$ cat config.mk
export PLATFORM = sky130hd
export DESIGN_NAME = inst_queue
export DESIGN_NICKNAME = d
export VERILOG_FILES = /design/src/rtl/inst_queue.sv
export SDC_FILE = /design/constraint.sdc
export NUM_CORES = 1
export LEC_CHECK = 0
export CAP_MARGIN = 20
export CORE_ASPECT_RATIO = 0.9
export CORE_MARGIN = 1
export CORE_UTILIZATION = 55
export CTS_BUF_LIST = sky130_fd_sc_hd__clkbuf_16
export CTS_CLUSTER_SIZE = 24
export DETAILED_ROUTE_END_ITERATION = 8
export DONT_BUFFER_PORTS = 1
export PLACE_DENSITY = 0.73
export SLEW_MARGIN = 0
export SYNTH_ARGS = -nofsm -noshare
export SYNTH_HDL_FRONTEND = slang
export SYNTH_SLANG_ARGS = --single-unit
$ cat constraint.sdc
create_clock -name clk1 -period 4.4 [get_ports clk1]
set_input_delay 0.88 -clock clk1 [delete_from_list [all_inputs] [get_ports clk1]]
set_output_delay 0.88 -clock clk1 [all_outputs]
set_load 0.1 [all_outputs]
$ cat src/rtl/inst_queue.sv
// -----------------------------------------------------------------------------
// inst_queue
//   Fetch/decode buffer that sits directly in front of the issue stage.
//   - Fetches one IW-bit word per cycle from instruction memory at the PC.
//   - Keeps {pc, word} pairs in a DEPTH-entry circular queue.
//   - Presents the decoded head fields to issue through a valid/ready handshake.
//   - A flush empties the queue and redirects the PC for branch recovery.
//   Optional feature macro: IQ_HALT_DETECT_EN. When it is defined, a fetched
//   word with func == 4'b1111 stops fetching until the next flush or reset.
//   When it is undefined, halted is always 0.
//
// Ports
//   clk1        in   single clock; all state changes on its rising edge
//   reset       in   asynchronous, active-high
//   fetch_en    in   permit a fetch this cycle
//   imem_addr   out  current PC, driven from the pc register
//   imem_rdata  in   word at imem_addr, valid in the same cycle
//   flush       in   discard the queue and load flush_pc into the PC
//   flush_pc    in   redirect target
//   iss_valid   out  head entry present
//   iss_ready   in   issue accepts the head (pop = iss_valid & iss_ready)
//   iss_func    out  head func; 0 when the queue is empty
//   iss_rd      out  head rd; 0 when the queue is empty
//   iss_rs1     out  head rs1; 0 when the queue is empty
//   iss_rs2     out  head rs2; 0 when the queue is empty
//   iss_pc      out  PC of the head instruction; 0 when the queue is empty
//   q_count     out  occupancy, 0..DEPTH
//   halted      out  fetch stopped by a halt word
// -----------------------------------------------------------------------------
module inst_queue #(
    parameter int DEPTH = 4,
    parameter int PC_W  = 8,
    parameter int IW    = 16
) (
    input  logic                     clk1,
    input  logic                     reset,
    input  logic                     fetch_en,
    output logic [PC_W-1:0]          imem_addr,
    input  logic [IW-1:0]            imem_rdata,
    input  logic                     flush,
    input  logic [PC_W-1:0]          flush_pc,
    output logic                     iss_valid,
    input  logic                     iss_ready,
    output logic [3:0]               iss_func,
    output logic [3:0]               iss_rd,
    output logic [3:0]               iss_rs1,
    output logic [3:0]               iss_rs2,
    output logic [PC_W-1:0]          iss_pc,
    output logic [$clog2(DEPTH):0]   q_count,
    output logic                     halted
);

    localparam int AW = $clog2(DEPTH);
    localparam int CW = AW + 1;

    localparam logic [AW-1:0]   PTR_ONE  = AW'(1'b1);
    localparam logic [CW-1:0]   CNT_ONE  = CW'(1'b1);
    localparam logic [CW-1:0]   CNT_FULL = CW'(DEPTH);
    localparam logic [PC_W-1:0] PC_ONE   = PC_W'(1'b1);

    // State registers
    logic [PC_W-1:0] pc_r;
    logic [AW-1:0]   head_r;
    logic [AW-1:0]   tail_r;
    logic [CW-1:0]   count_r;
    logic            halted_r;
    logic [PC_W-1:0] ent_pc_r   [DEPTH];
    logic [IW-1:0]   ent_word_r [DEPTH];

    // Handshake and control terms
    logic            valid_s;
    logic            full_s;
    logic            pop_s;
    logic            push_s;
    logic            halt_hit_s;
    logic [IW-1:0]   head_word_s;
    logic [PC_W-1:0] head_pc_s;

    assign valid_s     = (count_r != {CW{1'b0}});
    assign full_s      = (count_r == CNT_FULL);
    assign pop_s       = valid_s & iss_ready;
    // A full queue can still accept a word when the head leaves in the same cycle.
    assign push_s      = fetch_en & ~halted_r & (~full_s | pop_s);
    assign head_word_s = ent_word_r[head_r];
    assign head_pc_s   = ent_pc_r[head_r];

`ifdef IQ_HALT_DETECT_EN
    // The halt word itself is queued; only subsequent fetches are stopped.
    assign halt_hit_s = push_s & (imem_rdata[IW-1 -: 4] == 4'b1111);
`else
    assign halt_hit_s = 1'b0;
`endif

    // PC, queue pointers, occupancy and halt flag; flush overrides push and pop
    always_ff @(posedge clk1 or posedge reset) begin
        if (reset) begin
            pc_r     <= {PC_W{1'b0}};
            head_r   <= {AW{1'b0}};
            tail_r   <= {AW{1'b0}};
            count_r  <= {CW{1'b0}};
            halted_r <= 1'b0;
        end else if (flush) begin
            pc_r     <= flush_pc;
            head_r   <= {AW{1'b0}};
            tail_r   <= {AW{1'b0}};
            count_r  <= {CW{1'b0}};
            halted_r <= 1'b0;
        end else begin
            if (push_s) begin
                tail_r <= tail_r + PTR_ONE;
                pc_r   <= pc_r + PC_ONE;
            end else begin
                tail_r <= tail_r;
                pc_r   <= pc_r;
            end
            if (pop_s) begin
                head_r <= head_r + PTR_ONE;
            end else begin
                head_r <= head_r;
            end
            case ({push_s, pop_s})
                2'b10:   count_r <= count_r + CNT_ONE;
                2'b01:   count_r <= count_r - CNT_ONE;
                default: count_r <= count_r;
            endcase
            if (halt_hit_s) begin
                halted_r <= 1'b1;
            end else begin
                halted_r <= halted_r;
            end
        end
    end

    // Entry storage: write {pc, word} at the tail on every accepted fetch
    always_ff @(posedge clk1 or posedge reset) begin
        if (reset) begin
            for (int i = 0; i < DEPTH; i++) begin
                ent_pc_r[i]   <= {PC_W{1'b0}};
                ent_word_r[i] <= {IW{1'b0}};
            end
        end else if (push_s && !flush) begin
            ent_pc_r[tail_r]   <= pc_r;
            ent_word_r[tail_r] <= imem_rdata;
        end else begin
            for (int i = 0; i < DEPTH; i++) begin
                ent_pc_r[i]   <= ent_pc_r[i];
                ent_word_r[i] <= ent_word_r[i];
            end
        end
    end

    // Decode the head entry; all fields read as zero while the queue is empty
    always_comb begin
        iss_func = 4'h0;
        iss_rd   = 4'h0;
        iss_rs1  = 4'h0;
        iss_rs2  = 4'h0;
        iss_pc   = {PC_W{1'b0}};
        if (valid_s) begin
            iss_func = head_word_s[IW-1 -: 4];
            iss_rd   = head_word_s[IW-5 -: 4];
            iss_rs1  = head_word_s[IW-9 -: 4];
            iss_rs2  = head_word_s[IW-13 -: 4];
            iss_pc   = head_pc_s;
        end else begin
            iss_func = 4'h0;
            iss_rd   = 4'h0;
            iss_rs1  = 4'h0;
            iss_rs2  = 4'h0;
            iss_pc   = {PC_W{1'b0}};
        end
    end

    assign imem_addr = pc_r;
    assign iss_valid = valid_s;
    assign q_count   = count_r;
    assign halted    = halted_r;

endmodule
==> results.md <==
* Crit path capture type: primary output
* Sequential share of power at 0.431
* Cell-internal power at 0.00226 W
* P&R area growth vs syn at 8.67%
* Number of global-route vias before repair at 3,488
* NumNets Final at 438
* Die width at 110 um
* Die height at 99.6 um
* Synth Net Count at 422
* Startpoint types: flop
* Sw frac at 0.359
* Min Hold Slack at 505 ps
* Fmax at 0.313 GHz
* IO Pins at 66
* Crit path kind: reg2out
* Full die area at 0.0110 mm^2
* Dpl hpwl at 7.06 mm
* Net switching power at 0.00127 W
* CTS root buffer: clkbuf_16
* Synth cell types at 43
* First-pass GRT wire length at 18.8 mm
* Fraction of registers with async set/reset at 1.00
* Area fraction of the dominant cell type after synthesis at 0.477
* MaxCap Viol Count at 0
* Initial drt markers at 150
* Hold path depth at 1
* Syn_area_per_cell at 15.0 um^2
* RePlAce Congestion at 0.748
* Initial antenna violation count at 0
* Post-Syn Area at 0.00582 mm^2
* Clk slew on worst S/H paths at 70 ps
* Post-synthesis register bit count at 111
* Cells after Synth at 387
* CP max FO at 26
* # hold bufs at CTS at 0
* # diodes at 0
* Post-synthesis sequential area ratio at 0.477
* Via-to-Cell Ratio at 6.03
* Total negative slack at 0 ps
* Power Total at 0.00352 W
* Initial Utilization at 0.568
* TritonCTS clock tree: built
* Antenna-violating nets left at 0
* Fin. max-slew vios at 0
* Layout cell share with drive strength beyond 1 at 0.498
* Type of the most critical hold path: reg2reg
* Post-synth EDFFs at 0
* Combinational share of power at 0.362
* Dpl cells at 520
* Sink Count at 111
* Worst EP required at 3520 ps
* Period minus WS final at 3200 ps
* Leakage at 2.98 nW
* Worst vdd ir at 0.000463 V
* Worst Reg2Reg Path Length in Cells at 4
* TritonRoute pass-1 iters at 4
* Pin count of the biggest net entering global routing at 62
* Cts bufs inserted at 9
* Slew headroom at 0.226
* # H-tree levels at 3
* Top_reg_cell synth: dfrtp_1
* Remaining DRCs at 0
* Clock power share at 0.207
* GRT Overall Usage at 0.219
* CTS resizes at 0
* Synth area leaders: dfrtp_1, mux2_4, mux4_2, mux2_2, buf_12
* Final wirelength at 11.2 mm
* Worst Tran Pin Value at 1160 ps
* Area leader, netlist: dfrtp_1
* Worst-skew pair later-pin latency at 350 ps
* Tcrit/Tclk final at 0.727
* Total grt overflow at 0
* Post-CTS Setup Inserts at 0
* Final Setup Violations at 0
* Outcome: finished clean
* Core area at 0.0102 mm^2
* Row count at 35
* Non-Filler Instances at 535
* Wire length per cell at 20.9 um
* Filler instances at 775
* Clock Path Buffers at 2
* Final Hold Violating Endpoints at 0
* Clock Skews at 6.81 ps
* DR vias at 3,224
* Ys Warns at 0
* PwrDens at 557 mW/mm^2
* Crit path DAT at 2320 ps
* IO buf count at 0
* RSZ-0062 raised after global routing: false
-- final cells by class --
type                            count  area, um^2  area share
Multi-Input combinational cell    235        2790       0.442
Sequential cell                   111        2780       0.440
Timing Repair Buffer               37         298      0.0471
Clock buffer                        9         225      0.0356
Tap cell                          129         161      0.0255
Inverter                            9        36.3     0.00574
Clock inverter                      5        28.8     0.00455
-- cell usage in the layout, fill, tap and decap left out, drive strengths merged, types with 2 or more instances in the layout --
cell,netlist,routed
o2111ai,2,2
nor2b,25,25
mux4,24,24
a31oi,5,5
nand3,9,9
nand4b,2,2
buf,19,37
dfrtp,111,111
inv,9,12
ha,5,5
clkbuf,13,9
xor2,3,3
nand4,9,9
mux2,96,96
clkinv,0,2
o31ai,2,2
or3,2,2
o21ai,6,6
nor2,10,10
o211ai,6,6
or4,3,3
nand2,8,8
a21oi,4,4
-- worst max-delay path, stage by stage, from the launching register on --
cell and delay, ps:
dfrtp_2 960, mux4_2 610, nor2b_2 160, buf_4 230
-- per-layer routing --
metal / vias up / wire length [um] / share of wire / track usage
met5: - / 0 / 0 / 0
met4: 0 / 155 / 0.014 / 0.0605
met3: 12 / 521 / 0.047 / 0.0591
met2: 71 / 5450 / 0.49 / 0.349
met1: 1706 / 5070 / 0.45 / 0.300
li1: 1435 / - / - / -
-- cell families (layout without fill, tap and decap cells) --
family,count (synthesis),count (layout),synth area share
AND/OR/NAND/NOR,76,76,0.0865
other,1,1,0.000645
adder cells (fa/ha/maj),6,6,0.0142
XOR/XNOR,4,4,0.00602
flip-flops,111,111,0.477
AO/OA/AOI/OAI,28,28,0.0314
buffers and inverters,41,60,0.0535
multiplexers,120,120,0.330
-- state kept, by name, summed over array words and instances, names as in the netlist --
name,flops
ent_pc_r,32
head_r,2
imem_addr,8
q_count,3
tail_r,2
ent_word_r,64
-- cell usage after synthesis, types with 2 or more instances --
master	number
clkbuf_1	13
buf_12	8
xor2_1	3
mux4_2	24
dfrtp_1	111
a31oi_1	5
nand3_1	9
o2111ai_1	2
nand4b_1	2
nand2_1	8
inv_1	8
nand4_4	4
or3_1	2
nor2b_1	25
or4_1	3
nor2_1	10
ha_1	5
mux2_2	16
buf_6	2
o21ai_0	6
o31ai_1	2
a21oi_1	4
buf_2	7
o211ai_1	6
mux2_4	80
nand4_1	5
-- final timing paths --
| check | from | endpoint | slack (ps) |
|---|---|---|---|
| worst min-delay path | ent_pc_r[11] | ent_pc_r[11] | 500 |
| min in group asynchronous | reset | ent_word_r[40] | 540 |
| worst max register to register | q_count[2] | ent_word_r[61] | 1790 |
| worst max-delay path | head_r[0] | iss_rd[1] | 1200 |
| worst min register to register | ent_pc_r[11] | ent_pc_r[11] | 500 |
| max in group asynchronous | reset | head_r[0] | 2960 |
-- power groups by stage --
stage          combinational, W  clock (W)  sequential (W)
4_1_cts                 0.00127   0.000754         0.00153
2_1_floorplan           0.00106          0         0.00150
6_report                0.00128   0.000729         0.00152
3_3_place_gp            0.00124          0         0.00152
5_1_grt                 0.00134   0.000786         0.00155
3_5_place_dp            0.00126          0         0.00154
-- through the flow --
| stage | cell area, um^2 | setup WS [ps] | utilization |
|---|---|---|---|
| after floorplan | 5820 | 589 | - |
| after global placement | 6040 | 1520 | 0.589 |
| after global routing | 6320 | 1030 | 0.617 |
| after detailed placement | 6040 | 1510 | 0.589 |
| final | 6320 | 1200 | 0.617 |
| after CTS | 6290 | 1130 | 0.614 |
Note: power is estimated with default switching activity, not from simulation.
